### src/rtl/lsu_pkg.sv
//------------------------------------------------------------------------------
// Module : lsu_pkg
// Brief  : Shared access-size codes and FSM state type for the load/store unit.
// Rev    : 1.0  initial release
//------------------------------------------------------------------------------
`default_nettype none

package lsu_pkg;

    localparam logic [2:0] LS_B  = 3'b000;
    localparam logic [2:0] LS_H  = 3'b001;
    localparam logic [2:0] LS_W  = 3'b010;
    localparam logic [2:0] LS_BU = 3'b100;
    localparam logic [2:0] LS_HU = 3'b101;

    typedef enum logic [1:0] {
        IDLE   = 2'd0,
        RMW_WR = 2'd1,
        DONE   = 2'd2
    } lsu_state_e;

endpackage

`default_nettype wire

### src/rtl/lsu_align.sv
//------------------------------------------------------------------------------
// Module : lsu_align
// Brief  : Byte-lane extraction/extension for loads, lane merge for sub-word
//          stores, and size/alignment legality checks. Purely combinational.
// Rev    : 1.0  initial release
//------------------------------------------------------------------------------
`default_nettype none

module lsu_align (
    input  logic [1:0]  i_addr_lo,
    input  logic [2:0]  i_size,
    input  logic        i_we,
    input  logic [31:0] i_raw,
    input  logic [31:0] i_wd,
    output logic [31:0] o_load_val,
    output logic [31:0] o_merged,
    output logic        o_misaligned,
    output logic        o_illegal
);
    import lsu_pkg::*;

    logic [7:0]  w_byte;
    logic [15:0] w_half;

    assign w_byte = i_raw[{i_addr_lo, 3'b000} +: 8];
    assign w_half = i_addr_lo[1] ? i_raw[31:16] : i_raw[15:0];

    always_comb begin
        o_load_val   = '0;
        o_merged     = i_wd;
        o_misaligned = 1'b0;
        o_illegal    = 1'b0;
        case (i_size)
            LS_B: begin
                o_load_val = {{24{w_byte[7]}}, w_byte};
                o_merged   = i_raw;
                o_merged[{i_addr_lo, 3'b000} +: 8] = i_wd[7:0];
            end
            LS_H: begin
                o_load_val   = {{16{w_half[15]}}, w_half};
                o_merged     = i_raw;
                o_misaligned = i_addr_lo[0];
                if (i_addr_lo[1]) begin
                    o_merged[31:16] = i_wd[15:0];
                end else begin
                    o_merged[15:0]  = i_wd[15:0];
                end
            end
            LS_W: begin
                o_load_val   = i_raw;
                o_misaligned = |i_addr_lo;
            end
            // Unsigned sizes only make sense for loads
            LS_BU: begin
                o_load_val = {24'd0, w_byte};
                o_illegal  = i_we;
            end
            LS_HU: begin
                o_load_val   = {16'd0, w_half};
                o_misaligned = i_addr_lo[0];
                o_illegal    = i_we;
            end
            default: o_illegal = 1'b1;
        endcase
    end

endmodule

`default_nettype wire

### src/rtl/lsu_ctrl.sv
//------------------------------------------------------------------------------
// Module : lsu_ctrl
// Brief  : Load/store controller bridging sized byte-addressed core requests
//          to a word-only memory; sub-word stores use read-modify-write.
// Config : define LSU_RANGE_CHECK_EN to fault out-of-range addresses and add
//          the access_fault_o port.
// Rev    : 1.0  initial release
//------------------------------------------------------------------------------
`default_nettype none

module lsu_ctrl #(
    parameter int DEPTH = 1024,
    parameter int IDX_W = $clog2(DEPTH)
) (
    input  logic        clk_i,
    input  logic        rst_i,
    input  logic        core_req_i,
    input  logic        core_we_i,
    input  logic [2:0]  core_size_i,
    input  logic [31:0] core_addr_i,
    input  logic [31:0] core_wd_i,
    output logic [31:0] core_rd_o,
    output logic        core_stall_o,
    output logic        misaligned_o,
    output logic        illegal_o,
    output logic        mem_req_o,
    output logic        mem_we_o,
    output logic [31:0] mem_addr_o,
    output logic [31:0] mem_wd_o,
    input  logic [31:0] mem_rd_i
`ifdef LSU_RANGE_CHECK_EN
    ,
    output logic        access_fault_o
`endif
);
    import lsu_pkg::*;

    lsu_state_e  r_state;
    logic [31:0] r_rd;
    logic [31:0] r_merge;
    logic        r_misaligned;
    logic        r_illegal;

    logic        w_idle_req;
    logic        w_fault;
    logic        w_err;
    logic        w_sw;
    logic [31:0] w_raw;
    logic [31:0] w_load_val;
    logic [31:0] w_merged;
    logic        w_misaligned;
    logic        w_illegal;
    logic [IDX_W-1:0] w_idx;

`ifdef LSU_RANGE_CHECK_EN
    logic r_fault;
    assign w_fault        = (core_addr_i[31:2] >= 30'(DEPTH));
    assign access_fault_o = r_fault;
`else
    logic w_unused_hi;
    assign w_fault     = 1'b0;
    assign w_unused_hi = ^core_addr_i[31:IDX_W+2];
`endif

    // During RMW_WR the merge source is the word latched on the read cycle
    assign w_raw = (r_state == RMW_WR) ? r_merge : mem_rd_i;

    lsu_align u_align (
        .i_addr_lo    (core_addr_i[1:0]),
        .i_size       (core_size_i),
        .i_we         (core_we_i),
        .i_raw        (w_raw),
        .i_wd         (core_wd_i),
        .o_load_val   (w_load_val),
        .o_merged     (w_merged),
        .o_misaligned (w_misaligned),
        .o_illegal    (w_illegal)
    );

    assign w_idle_req = (r_state == IDLE) && core_req_i;
    assign w_err      = w_illegal | w_misaligned | w_fault;
    assign w_sw       = core_we_i && (core_size_i == LS_W);
    assign w_idx      = core_addr_i[IDX_W+1:2];

    // Memory strobes are gated by reset so an abandoned RMW never writes
    assign mem_req_o  = !rst_i && ((w_idle_req && !w_err) || (r_state == RMW_WR));
    assign mem_we_o   = !rst_i && ((w_idle_req && !w_err && w_sw) || (r_state == RMW_WR));
    assign mem_addr_o = mem_req_o ? {{(32-IDX_W){1'b0}}, w_idx} : 32'd0;
    assign mem_wd_o   = !mem_we_o ? 32'd0 : ((r_state == RMW_WR) ? w_merged : core_wd_i);

    assign core_stall_o = w_idle_req || (r_state == RMW_WR);
    assign core_rd_o    = r_rd;
    assign misaligned_o = r_misaligned;
    assign illegal_o    = r_illegal;

    always_ff @(posedge clk_i) begin
        if (rst_i) begin
            r_state      <= IDLE;
            r_rd         <= '0;
            r_merge      <= '0;
            r_misaligned <= 1'b0;
            r_illegal    <= 1'b0;
`ifdef LSU_RANGE_CHECK_EN
            r_fault      <= 1'b0;
`endif
        end else begin
            r_misaligned <= 1'b0;
            r_illegal    <= 1'b0;
`ifdef LSU_RANGE_CHECK_EN
            r_fault      <= 1'b0;
`endif
            case (r_state)
                IDLE: begin
                    if (core_req_i) begin
                        if (w_err) begin
                            r_illegal    <= w_illegal;
                            r_misaligned <= !w_illegal && w_misaligned;
`ifdef LSU_RANGE_CHECK_EN
                            r_fault      <= !w_illegal && !w_misaligned && w_fault;
`endif
                            if (!core_we_i) begin
                                r_rd <= '0;
                            end
                            r_state <= DONE;
                        end else if (!core_we_i) begin
                            r_rd    <= w_load_val;
                            r_state <= DONE;
                        end else if (w_sw) begin
                            r_state <= DONE;
                        end else begin
                            r_merge <= mem_rd_i;
                            r_state <= RMW_WR;
                        end
                    end
                end
                RMW_WR:  r_state <= DONE;
                DONE:    r_state <= IDLE;
                default: r_state <= IDLE;
            endcase
        end
    end

endmodule

`default_nettype wire

### config.mk
export PLATFORM = sky130hd
export DESIGN_NAME = lsu_ctrl
export DESIGN_NICKNAME = d
export VERILOG_FILES = /design/src/rtl/lsu_pkg.sv /design/src/rtl/lsu_align.sv /design/src/rtl/lsu_ctrl.sv
export SDC_FILE = /design/constraint.sdc
export NUM_CORES = 1
export LEC_CHECK = 0
export ABC_CLOCK_PERIOD_IN_PS = 2500
export CORE_ASPECT_RATIO = 2
export CORE_MARGIN = 1.5
export CORE_UTILIZATION = 35
export CTS_CLUSTER_DIAMETER = 200
export DETAILED_ROUTE_END_ITERATION = 10
export GPL_TIMING_DRIVEN = 0
export PLACE_DENSITY = 0.77
export SETUP_SLACK_MARGIN = 0.02
export SLEW_MARGIN = 10
export SYNTH_ARGS = -nofsm -noshare
export SYNTH_HDL_FRONTEND = slang
export SYNTH_SLANG_ARGS = --single-unit
### constraint.sdc
create_clock -name clk_i -period 2.5 [get_ports clk_i]
set_input_delay 0.25 -clock clk_i [delete_from_list [all_inputs] [get_ports clk_i]]
set_output_delay 0.25 -clock clk_i [all_outputs]
set_load 0.01 [all_outputs]
==> summary.txt <==
Global route
  – Wire length of the first global-routing pass: 28300 um
  – Total global routing overflow: 0
  – Met3 global-route usage: 4.92%
  – Most Used Layer, Global Route: met2
  – Number of global-route vias before repair: 5367
  – Pin count of the biggest net entering global routing: 12
  – Met1 layer usage reported by global route: 25.6%
  – Initial antenna violation count: 0
  – Combined global-route utilization of all metal layers: around a quarter
  – GR Util met2: a little under half

Setup path
  – Most repeated library cell on the critical path: sky130_fd_sc_hd__buf_6
  – CP max-delay cell: sky130_fd_sc_hd__dfxtp_2
  – Cell family with most CP delay: buffers and inverters
  – Largest stage delay, worst path: about 320 ps
  – Worst-path fanout max: 7
  – Buffer and inverter count on the worst path: 5
  – Nature of the critical path endpoint: output port
  – Worst setup SP type: flop
  – CP Data Arrival Time: around 2300 ps
  – Critical Path RT: 2250 ps
  – Cell-by-cell trace of the critical path: buf_6, nand2b_4, buf_6, clkbuf_16, buf_4, mux2_4, a221o_1, o211ai_1, a21oi_2, buf_2
  – Worst setup path class: flop to output port

Logic synthesis
  – Share of synthesized registers carrying an async set or reset: 0%
  – Flip-flop cell with the highest count after synthesis: sky130_fd_sc_hd__dfxtp_1
  – Area leader, netlist: sky130_fd_sc_hd__dfxtp_1
  – Count of flip-flops with a built-in enable after synthesis: 0
  – Top cells by area in the synthesized netlist: sky130_fd_sc_hd__dfxtp_1 (29%), sky130_fd_sc_hd__mux2i_1 (16%), sky130_fd_sc_hd__nor2_1 (5.5%), sky130_fd_sc_hd__o21ai_0 (5.3%), sky130_fd_sc_hd__a21oi_1 (4.7%)
  – Total of flip-flops plus latches after synthesis: roughly 70
  – Number of standard cells after synthesis: 562
  – Count of unique library cells instantiated by Yosys: 48
  – Share of synthesized area occupied by flip-flops and latches: about 29%
  – Post-Synthesis Mean Instance Area: between 8 and 9 um2
  – Count of yosys warnings during synthesis: 0
  – Post-synthesis instance area: around 4600 um2
  – Post-synth top area share: just under 30%

Timing
  – RSZ-0062 raised after global routing: true
  – Total Neg Setup Slack: -102 ps
  – FMAX: ~400 MHz
  – Final setup viols: 4
  – Minimum clock period after layout: 2550 ps
  – Post-route clock period utilization: 102%
  – Final Hold Fails: 0
  – Number of pins with negative max-slew slack in the final report: 0
  – Slew at the pin closest to its max-slew limit: around 1000 ps
  – Setup WS post-layout: -47.9 ps
  – Slew Limit Headroom: 30.7%
  – Worst Skew: roughly 8.5 ps

Drt
  – Starting DRT DRC Count: approximately 550
  – Routed len/inst: just over 20 um
  – Vias/cell: around 5.8
  – Remaining number of nets flagged by the antenna check after routing: 0
  – Total via count after detailed routing: between 5000 and 6000
  – Routed WL: a little under 20000 um
  – Residual DRC: 0
  – Router iterations before antenna repair: 5

Layout
  – Area taken by flip-flops and latches: around 1400 um2
  – Area grow syn2layout: 67.4%
  – Filler cells: ~1100
  – Most common library cell in the layout ignoring fill and taps: sky130_fd_sc_hd__clkdlybuf4s50_1
  – # diodes: 0
  – Final core occ: between 50 and 60%
  – Nets: ~900
  – Design area: 7760 um2
  – Count of placed standard cells in the final layout, fillers left out: ~960
  – Commonest non-fill, non-tap cells in the layout: sky130_fd_sc_hd__clkdlybuf4s50_1 (113), sky130_fd_sc_hd__buf_4 (75), sky130_fd_sc_hd__nor2_1 (66), sky130_fd_sc_hd__dfxtp_1 (66), sky130_fd_sc_hd__mux2i_1 (52)
  – Multi-input gate area in the final layout: roughly 3400 um2
  – Fraction of final layout cells with drive strength greater than 1: about a quarter

Clock tree
  – Number of sinks handled by clock tree synthesis: 68
  – Clock slew seen by the registers of the worst setup and hold paths: ~60 ps
  – Max Buffers Root-to-Sink: 2
  – TritonCTS clock tree: built
  – Master cell of the clock root buffer: sky130_fd_sc_hd__clkbuf_16
  – Deepest level of the CTS H-tree: 3
  – Num CTS Buffers: 9
  – Worst-Skew Late Latency: 340 ps

Placement
  – Post-DP Area: between 6000 and 7000 um2
  – Buffers added on ports: 158
  – Routability cong.: between 0.9 and 1
  – Placed cells: 893
  – Hpwl dp: ~14000 um

Die
  – Starting density of the core: between 30% and 40%
  – Die Outline Area: around 14000 um2
  – Placeable Area: 13000 um2
  – Die H: 166 um
  – Die Width: about 84 um
  – Placement Rows: 59
  – I/O pin count: a little over 200

Flow run
  – Max Cap Viol: 0

Pwr
  – Power Dens Cells: roughly 390 nW/um2
  – Pleak: approximately 3.5 nW
  – Worst supply voltage drop on vdd: roughly 450 uV

Outcome
  – Outcome: complete, but fails checks
  – Violated checks: setup timing

Hold path
  – Worst hold-check path type: flop to flop
-- state kept, by name, indices dropped and copies added (netlist names) --
signal / flops
core_rd_o: 32
illegal_o: 1
misaligned_o: 1
r_merge: 32
r_state: 2
-- tightest hold or removal path, stage by stage (launching register included) --
cell                      delay (ps)
sky130_fd_sc_hd__dfxtp_1         330
sky130_fd_sc_hd__nand2_1          50
sky130_fd_sc_hd__o21ai_0          60
-- final cells by class --
class / count / share of cell area [%]
inverter: 6 / 0.500
sequential: 68 / 17.6
buffer: 65 / 6.29
timing repair buffer: 213 / 25.3
multi-input combinational: 441 / 44.3
tap: 152 / 2.45
clock buffer: 11 / 3.00
clock inverter: 5 / 0.677
-- worst paths after layout --
| path | start | end | slack, ps | cells after the start |
|---|---|---|---|---|
| setup reg to reg | r_state[1]$_SDFFE_PP0P_ | core_rd_o[25]$_SDFFE_PP0P_ | 100 | 9 |
| setup / recovery | r_state[1]$_SDFFE_PP0P_ | mem_wd_o[9] | -50 | 10 |
| hold / removal | core_rd_o[2]$_SDFFE_PP0P_ | core_rd_o[2]$_SDFFE_PP0P_ | 470 | 2 |
| hold reg to reg | core_rd_o[2]$_SDFFE_PP0P_ | core_rd_o[2]$_SDFFE_PP0P_ | 470 | 2 |
-- routing by layer --
layer	up-vias	part of all wire [%]
met3	91	7.0
li1	2555	-
met4	0	7.3
met1	2568	34
met2	358	52
met5	-	0
-- where the power goes --
| group | leakage (nW) | internal [mW] | switching (mW) |
|---|---|---|---|
| combinational | 2.80 | 0.340 | 0.348 |
| clock | 0.139 | 0.767 | 0.478 |
| sequential | 0.550 | 1.10 | 0.0127 |
| total | 3.49 | 2.21 | 0.838 |
-- synth_stat cells (all sizes together) (3+ instances only) --
master   count
nand2       19
mux2         9
o21a        18
o211ai       8
a221oi      25
a221o        8
o21ai       53
buf         38
nor2        68
o22ai        8
and2        10
a21oi       44
clkbuf      30
inv          6
dfxtp       68
a2bb2oi      8
a222oi       8
mux4         3
nor3        23
ha           5
mux2i       72
nand2b       4
-- through the flow --
step	hold slack [ps]	power [mW]	worst slack [ps]
CTS	468	2.99	-63.3
global route	499	3.13	-93.8
finish	466	3.04	-47.9
global placement	450	1.68	-1350
detailed placement	452	1.68	-1390
floorplan	394	1.42	168
-- logic make-up after synthesis --
group / after synthesis / synth area share [%]
multiplexers: 84 / 19.2
flip-flops: 68 / 29.3
adder cells (fa/ha/maj): 5 / 1.35
buffers and inverters: 74 / 8.36
other: 1 / 0.0809
AO/OA/AOI/OAI: 185 / 26.7
AND/OR/NAND/NOR: 145 / 15.0
-- repair_timing --
item | CTS | global route
buffers inserted | 33 | 20
gates cloned | 0 | 2
gates resized for setup | 179 | 92
pin swaps | 11 | 12
hold buffers | 0 | 0
endpoints found under the setup margin | 71 | 55
Note: power is estimated with default switching activity, not from simulation.
